<file path="config.mk">
export PLATFORM = sky130hd
export DESIGN_NAME = comparator_pipe
export DESIGN_NICKNAME = d
export VERILOG_FILES = /design/src/rtl/comparator_pipe.sv
export SDC_FILE = /design/constraint.sdc
export NUM_CORES = 1
export LEC_CHECK = 0
export CAP_MARGIN = 5
export CELL_PAD_IN_SITES_DETAIL_PLACEMENT = 0
export CELL_PAD_IN_SITES_GLOBAL_PLACEMENT = 1
export CORE_MARGIN = 5
export CORE_UTILIZATION = 37
export DETAILED_ROUTE_END_ITERATION = 12
export PLACE_DENSITY_LB_ADDON = 0.1
export SLEW_MARGIN = 10
export SYNTH_ARGS = -nofsm -noshare
export SYNTH_HDL_FRONTEND = slang
export SYNTH_SLANG_ARGS = --single-unit
</file>
<file path="constraint.sdc">
create_clock -name clk -period 2.2 [get_ports clk]
set_clock_uncertainty 0.2 [all_clocks]
set_input_delay 0.33 -clock clk [delete_from_list [all_inputs] [get_ports clk]]
set_output_delay 0.33 -clock clk [all_outputs]
set_load 0.05 [all_outputs]
</file>
<file path="src/rtl/comparator_pipe.sv">
// Two-stage valid/ready compare pipeline: S1 captures operands, S2 holds the 1-bit result.
// Accept-to-consume latency is 2 edges; holds two beats under stall, then drops in_ready.
module comparator_pipe #(
  parameter int N     = 8,
  parameter int CNT_W = 16
) (
  input  logic             clk,
  input  logic             rst_n,
  input  logic             in_valid,
  output logic             in_ready,
  input  logic [2:0]       sel,
  input  logic             is_signed,
  input  logic [N-1:0]     value1,
  input  logic [N-1:0]     value2,
  output logic             out_valid,
  input  logic             out_ready,
  output logic             out,
  input  logic             cnt_clr,
  output logic [CNT_W-1:0] hit_cnt
);

  localparam logic [2:0] OP_ZERO = 3'b000;
  localparam logic [2:0] OP_ONE  = 3'b001;
  localparam logic [2:0] OP_EQ   = 3'b010;
  localparam logic [2:0] OP_NE   = 3'b011;
  localparam logic [2:0] OP_GE   = 3'b100;
  localparam logic [2:0] OP_LE   = 3'b101;
  localparam logic [2:0] OP_LT   = 3'b110;
  localparam logic [2:0] OP_GT   = 3'b111;

  localparam logic [CNT_W-1:0] CNT_MAX = {CNT_W{1'b1}};
  localparam logic [CNT_W-1:0] CNT_ONE = CNT_W'(1);

  logic           s1_vld;
  logic [N-1:0]   s1_a;
  logic [N-1:0]   s1_b;
  logic [2:0]     s1_sel;
  logic           s1_sgn;

  logic           s2_vld;
  logic           s2_res;

  logic           s2_load;
  logic           s1_load;
  logic           consume;

  logic [N-1:0]   key_a;
  logic [N-1:0]   key_b;
  logic           a_eq_b;
  logic           a_lt_b;
  logic           res_next;

  assign consume = s2_vld && out_ready;
  assign s2_load = !s2_vld || out_ready;
  // S1 is free when empty, or when its occupant advances into S2 this edge
  assign s1_load = !s1_vld || s2_load;
  assign in_ready = rst_n && s1_load;

  assign out_valid = s2_vld;
  assign out       = s2_res;

  // Flipping the sign bit maps two's-complement order onto unsigned order
  assign key_a  = {s1_a[N-1] ^ s1_sgn, s1_a[N-2:0]};
  assign key_b  = {s1_b[N-1] ^ s1_sgn, s1_b[N-2:0]};
  assign a_eq_b = (s1_a == s1_b);
  assign a_lt_b = (key_a < key_b);

  always_comb begin
    res_next = 1'b0;
    case (s1_sel)
      OP_ZERO: res_next = 1'b0;
      OP_ONE:  res_next = 1'b1;
      OP_EQ:   res_next = a_eq_b;
      OP_NE:   res_next = !a_eq_b;
      OP_GE:   res_next = !a_lt_b;
      OP_LE:   res_next = a_lt_b || a_eq_b;
      OP_LT:   res_next = a_lt_b;
      OP_GT:   res_next = !a_lt_b && !a_eq_b;
      default: res_next = 1'b0;
    endcase
  end

  always_ff @(posedge clk) begin
    if (!rst_n) begin
      s1_vld <= 1'b0;
      s1_a   <= '0;
      s1_b   <= '0;
      s1_sel <= '0;
      s1_sgn <= 1'b0;
    end else if (s1_load) begin
      s1_vld <= in_valid;
      if (in_valid) begin
        s1_a   <= value1;
        s1_b   <= value2;
        s1_sel <= sel;
        s1_sgn <= is_signed;
      end
    end
  end

  always_ff @(posedge clk) begin
    if (!rst_n) begin
      s2_vld <= 1'b0;
      s2_res <= 1'b0;
    end else if (s2_load) begin
      s2_vld <= s1_vld;
      s2_res <= s1_vld ? res_next : 1'b0;
    end
  end

  always_ff @(posedge clk) begin
    if (!rst_n) begin
      hit_cnt <= '0;
    end else if (cnt_clr) begin
      hit_cnt <= '0;
    end else if (consume && s2_res && (hit_cnt != CNT_MAX)) begin
      hit_cnt <= hit_cnt + CNT_ONE;
    end
  end

endmodule
</file>
Yosys cells after proc, flatten, opt, wreduce, memory -nomap -nowiden:

Cells that the tools add are included.
Widths: inputs -> output; s select.

* input port bits: 25
* output and inout bits: 19
* logic and storage cells: 39
* flip-flop bits (word level): 39

* bitwise gates (word level): 3
* multiplexer cells: 2
* reductions and logical operators: 15
* $add $sub $neg: 1
* order comparisons: 1
* eq/ne operators: 9

Operators by type and width (number)
* $add 16x1->16 const B: 1
* $ne 16x16->1 const B: 1
* $eq 3x3->1 const B: 4
* $eq 8x8->1: 1
* $lt 8x8->1: 1
* $pmux 1 s8: 1
* $eq 3x2->1 const B: 2
* $logic_and 1x1->1: 5
* $logic_not 1->1: 4
* $eq 3x1->1 const B: 1
* $logic_not 3->1: 1
* $logic_or 1x1->1: 3
* $reduce_and 2->1: 1
* $reduce_or 2->1: 1
* $xor 1x1->1: 2
* $mux 1: 1
* $not 1->1: 1

Logic depth before layout (Yosys ltp):

Gate-level depths: netlist (run 1).

* word-level depth: 6
* gate-level depth with buffers: 8
* gate-level depth less buffers: 8

Least setup slack after synthesis (run 1):

No wires, ideal clock.

* kind: reg2reg
* start point: reg hit_cnt[10]
* end point: reg hit_cnt[13]
* stages on the path, launching flop included: 7
* arrival: 1.821 ns
* setup time: 0.128 ns
* clock period less this slack: 2.149 ns
* setup slack: 0.051 ns
* cell sequence: dfxtp_1 > clkinv_1 > nor4_4 > a31oi_4 > nand4_1 > xor2_1 > nor2_1

* longest elaborated chain between the ends: 2
* elaborated cells between the ends (all ways): 3

RTL lines
* start, declared: RTL line 19 `output logic [CNT_W-1:0] hit_cnt`
* start signal, assigned: RTL line 117 `hit_cnt <= hit_cnt + CNT_ONE;`
* parallel branches: the longest is 2 deep, another holds $add 16x1->16

Parallel ways; which one is timed is not known.
A chain may end at the register's enable or synchronous reset.

Final worst setup path (run 1):

* start point: reg hit_cnt[0]
* end point: out hit_cnt[0]

No word-level cell between the ends.

==> run_results.csv, run 1 <==
group,metric,value,unit
status,outcome,"finished clean",
grt,grt_pass1_wl,7250,um
sta,finalHoldWorstSlack,0.265,ns
placed_design,routabilityCongestion,0.730,
die,coreArea,5110,um^2
critical_path,worstSetupStartpointType,"flop",
critical_path,path_cells,"clkdlybuf4s50_1",
synthesis,ys_top_cells_by_count,"nand2_1, dfxtp_1, a21boi_0, nor2_1, xor2_1",
critical_path,required,1.67,ns
placed_design,dpl.hpwl,3160,um
sta,max_freq,476,MHz
synthesis,avgSynthCellArea,8.54,um^2
die,die_x,82.6,um
finish,final_layout_size_suffix_gt1_frac,0.0978,
pwr,powerDensity,596,nW/um^2
critical_path,worstPathArrival,1.57,ns
sta,rsz0062_at_grt,"no",
synthesis,ys.flop_type,"dfxtp_1",
sta,finalHoldViolations,0,
finish,fillers,528,
synthesis,syn_area,1950,um^2
synthesis,ys_top_cells_by_area,"dfxtp_1, nand2_1, a21boi_0",
critical_path,path_max_fanout,6,
placed_design,dp_cells,338,
die,initial_utilization,0.381,
pwr,max-vdd-ir-drop,0.263,mV
drt,drc,0,
critical_path,max_stage_delay,0.84,ns
sta,min_period,2.10,ns
sta,setup_viol,0,
cts,cts_sinks,39,
run,drv_cap,0,
die,die_y,82.6,um
critical_path,cpLargestDelayFamily,"buffers and inverters",
drt,via_count,1628,
cts,cts_tree,"built",
die,floorplan.die_area,6820,um^2
drt,dr.pass1.iters,4,
die,top_level_ports,44,
synthesis,ys_ff_latch,39,
sta,slew_viol_final,0,
sta,slew_headroom,0.503,
finish,fin_cells,346,
synthesis,yosys_warnings,0,
cts,clock-root-buffer,"clkbuf_8",
drt,routedWlPerCell,12.1,um
cts,cts_buffers,5,
synthesis,async_flop_share,0,
synthesis,ys_seq_area_frac,0.401,
sta,worst_slew_pin_slew,0.745,ns
grt,first_global_vias,1619,
synthesis,synth_most_common_cell,"nand2_1",
synthesis,synth_edf_count,0,
cts,cts.clk_slew.worst_paths,0.08,ns
synthesis,synth_top_area_frac,0.401,
synthesis,synthCells,228,
drt,ant_nets,0,
critical_path,end_kind,"primary output",
synthesis,synth_cell_type_count,41,
cts,h-tree-depth,2,
hold_path,hp-class,"flop to flop",
finish,nets,308,
synthesis,synth_fp_nets,261,
grt,grt_use_total,0.139,
grt,antenna_found_initial,0,
finish,syn_to_final_growth,34.2,%
drt,drt_iter0_drc,35,
placed_design,io_buffers,43,
pwr,leakage,0.000982,uW
critical_path,crit_slowest_cell,"clkdlybuf4s50_1",
finish,num_antenna_cells,0,
placed_design,postPlaceCellArea,2480,um^2
cts,clkLatencyLatePin,0.29,ns
drt,drt-vias-per-instance,4.71,
finish,fin_area,2610,um^2
cts,clock_path_buffers,2,
grt,overflow,0,
grt,grt_max_degree,26,
sta,finalCritPeriodShare,0.954,
synthesis,yosys.area.top_type,"dfxtp_1",
drt,drt_wl_total,4190,um
critical_path,critPathKind,"flop to primary output",
critical_path,critical_path_buf_inv_count,1,
die,rows,26,
[registers in the layout, indices dropped and copies added, names as in the netlist]
| register | cells |
|---|---|
| s1_sel | 3 |
| s1_b | 8 |
| s1_a | 8 |
| s1_sgn | 1 |
| s1_vld | 1 |
| out | 1 |
| out_valid | 1 |
| hit_cnt | 16 |
[per-stage QoR]
| stage | power [uW] | util | worst slack [ns] | TNS (ns) |
|---|---|---|---|---|
| after floorplan | 869 | - | 0.0512 | 0 |
| after global placement | 956 | 0.486 | -0.0197 | -0.0197 |
| after detailed placement | 957 | 0.486 | -0.0713 | -0.718 |
| after CTS | 1580 | 0.509 | 0.0791 | 0 |
| after global routing | 1640 | 0.512 | 0.000946 | 0 |
| final | 1560 | 0.512 | 0.101 | 0 |
[worst paths after layout]
kind	startpoint	to	slack, ns	cells past startpoint
setup reg to reg	s1_b[4]	out	0.14	8
hold reg to reg	s1_b[2]	s1_b[2]	0.27	2
setup / recovery	hit_cnt[0]	hit_cnt[0]	0.10	1
hold / removal	s1_b[2]	s1_b[2]	0.27	2
[power by group]
| group | switching, uW | internal [uW] |
|---|---|---|
| registers | 18.0 | 729 |
| clock network | 248 | 367 |
| logic | 89.3 | 105 |
| total | 356 | 1200 |
[timing repair]
action / in CTS / in global routing
gates resized for setup: 0 / 3
endpoints found under the setup margin: 0 / 1
buffers inserted: 0 / 0
hold buffers: 0 / 0
[routing by layer]
metal	global-route usage	up-vias	part of all wire
li1	-	859	-
met5	0	-	0
met3	0.0380	2	0.049
met1	0.155	736	0.44
met4	0.0441	0	0.0057
met2	0.253	31	0.50
[cell type report]
cell class / count / area, um^2 / share of cell area
clock inverters: 2 / 35.0 / 0.0134
well taps: 70 / 87.6 / 0.0335
multi-input cells: 169 / 1100 / 0.422
inverters: 12 / 45.0 / 0.0172
flip-flops and latches: 39 / 782 / 0.299
repair buffers: 48 / 478 / 0.183
clock buffers: 6 / 82.6 / 0.0316
[logic make-up after synthesis]
logic type / synth area share
buffers and inverters: 0.0385
AO/OA/AOI/OAI: 0.157
AND/OR/NAND/NOR: 0.270
flip-flops: 0.401
adder cells (fa/ha/maj): 0.0572
XOR/XNOR: 0.0719
multiplexers: 0.00514
[placed cells by master, fill, tap and decap left out, types with 2 or more instances in the layout]
cell and n:
xor2_1 10, a21oi_1 3, nand4_2 2, nor2b_1 3, and3_1 4, ha_1 8, xnor2_1 6, buf_4 5
dfxtp_1 38, inv_1 9, and2_1 3, nand4b_1 2, inv_2 2, o21a_1 2, nand3_1 5, nand2_1 51
a21boi_0 20, nand4_1 8, clkdlybuf4s50_1 42, o21ai_0 2, clkbuf_8 6, nor2_1 20
Note: power is estimated with default switching activity, not from simulation.
==> inputs of run 2 (changes only) <==
--- a/config.mk
+++ b/config.mk
@@ -12,6 +12,7 @@
 export CORE_UTILIZATION = 37
 export DETAILED_ROUTE_END_ITERATION = 12
 export PLACE_DENSITY_LB_ADDON = 0.1
+export REMOVE_ABC_BUFFERS = 1
 export SLEW_MARGIN = 10
 export SYNTH_ARGS = -nofsm -noshare
 export SYNTH_HDL_FRONTEND = slang
==> constraint.sdc (replaced) <==
create_clock -name clk -period 2.2 [get_ports clk]
set_clock_uncertainty 0.2 [all_clocks]
set_input_delay 0.44 -clock clk [delete_from_list [all_inputs] [get_ports clk]]
set_output_delay 0.44 -clock clk [all_outputs]
set_load 0.05 [all_outputs]
==> run 2 against run 1 <==
Compared with the run above:
- hold slack gained 0.00086 ns
- register-to-register slack worse by 0.05 ns
- utilization grew 0.39 points
- largest cell class unchanged
- highest routed layer unchanged
==> run_results.csv, run 2 (synthesized netlist as in run 1, its figures left out) <==
group,metric,value,unit
critical_path,max_stage_delay,0.83,ns
cts,clock-root-buffer,"clkbuf_8",
finish,final_layout_size_suffix_gt1_frac,0.149,
die,die_y,82.6,um
cts,clkLatencyLatePin,0.29,ns
placed_design,place_ws,-0.113,ns
sta,layout_setup_ws,0.0577,ns
finish,fin_cells,351,
hold_path,hp-class,"flop to flop",
drt,wl_met1,1780,um
critical_path,worstPathArrival,1.50,ns
die,die_x,82.6,um
finish,largest_reg_flops,16,
critical_path,worstSetupStartpointType,"flop",
cts,cts_sinks,39,
grt,grt_max_degree,26,
grt,first_global_vias,1535,
finish,final_core_util,0.516,
sta,slew_viol_final,0,
drt,dr_wl_met3,229,um
die,top_level_ports,44,
sta,setup_viol,0,
finish,seq_area,781,um^2
drt,ant_nets,0,
drt,drt_wl_total,4070,um
critical_path,path_max_fanout,4,
finish,syn_to_final_growth,35.2,%
sta,finalHoldViolations,0,
critical_path,rr_worst_depth,8,
placed_design,io_buffers,43,
cts,cts_tree,"built",
cts,clock_path_buffers,2,
drt,via_count,1690,
drt,drc,0,
cts,cts_buffers,5,
critical_path,critical_path_buf_inv_count,1,
grt,antenna_found_initial,0,
drt,drt_iter0_drc,25,
grt,grt_use_total,0.130,
critical_path,path_cells,"clkdlybuf4s50_1",
die,floorplan.die_area,6820,um^2
grt,grt_pass1_wl,6870,um
cts,h-tree-depth,2,
cts,cts_setup_buffers,0,
cts,cts.clk_slew.worst_paths,0.08,ns
finish,layout_commonest_cell,"nand2_1",
finish,fillers,514,
finish,nets,313,
pwr,max-vdd-ir-drop,0.312,mV
critical_path,worst-path-stages,1,
critical_path,cpLargestDelayFamily,"buffers and inverters",
critical_path,critPathKind,"flop to primary output",
pwr,fin_total_pwr,1560,uW
sta,max_freq,467,MHz
hold_path,min_path_cells,2,
sta,slew_headroom,0.538,
sta,rsz0062_at_grt,"no",
pwr,leakage,0.00105,uW
die,initial_utilization,0.381,
sta,worst_slew_pin_slew,0.693,ns
critical_path,end_kind,"primary output",
status,outcome,"finished clean",
drt,routedWlPerCell,11.6,um
placed_design,routabilityCongestion,0.788,
sta,finalCritPeriodShare,0.974,
drt,routed.top_layer,"met4",
placed_design,dp_cells,343,
sta,min_period,2.14,ns
placed_design,dpl.hpwl,3070,um
critical_path,crit_slowest_cell,"clkdlybuf4s50_1",
drt,wl_met2,2010,um
finish,largest_register,"hit_cnt",
drt,dr.pass1.iters,4,
grt,overflow,0,
finish,layout_common_cells,"nand2_1, dfxtp_1, clkdlybuf4s50_1",
die,rows,26,
finish,num_antenna_cells,0,
run,drv_cap,0,
drt,drt-vias-per-instance,4.81,
die,coreArea,5110,um^2
finish,top_regs,"hit_cnt: 16 flops, s1_a: 8 flops, s1_b: 8 flops",
critical_path,required,1.56,ns
finish,multi_input_area,1100,um^2
pwr,powerDensity,593,nW/um^2
-- run 2: layout make-up --
type | count | share of cell area
Sequential cell | 39 | 0.296
Tap cell | 70 | 0.0333
Clock inverter | 2 | 0.0133
Timing Repair Buffer | 53 | 0.191
Inverter | 12 | 0.0171
Multi-Input combinational cell | 169 | 0.418
Clock buffer | 6 | 0.0314
-- run 2: report_power, final --
| part | switching [uW] | internal (uW) | total (uW) | leakage [uW] |
|---|---|---|---|---|
| registers | 17.9 | 728 | 746 | 0.000318 |
| clock network | 255 | 367 | 622 | 0.0000612 |
| logic | 87.1 | 106 | 193 | 0.000673 |
| total | 360 | 1200 | 1560 | 0.00105 |
-- run 2: worst paths after layout --
| path | start | endpoint | slack, ns |
|---|---|---|---|
| worst max register to register | s1_b[4] | out | 0.09 |
| worst min-delay path | s1_b[3] | s1_b[3] | 0.27 |
| worst min register to register | s1_b[3] | s1_b[3] | 0.27 |
| worst max-delay path | hit_cnt[13] | hit_cnt[13] | 0.06 |
-- run 2: repair_timing --
item,CTS,global route
resized for setup,0,3
setup endpoints to repair,0,3
hold buffers,0,0
hold endpoints to repair,0,0
-- run 2: metal layers --
metal,global-route usage,up-vias
li1,-,873
met5,0,-
met2,0.238,31
met3,0.0412,5
met1,0.141,781
met4,0.0441,0
-- run 2: through the flow --
step	hold WS (ns)	TNS, ns	instance area, um^2
2_1_floorplan	0.243	0	1920
6_report	0.266	0	2630
3_3_place_gp	0.254	-1.20	2510
3_5_place_dp	0.258	-2.11	2510
5_1_grt	0.290	0	2630
4_1_cts	0.269	0	2620
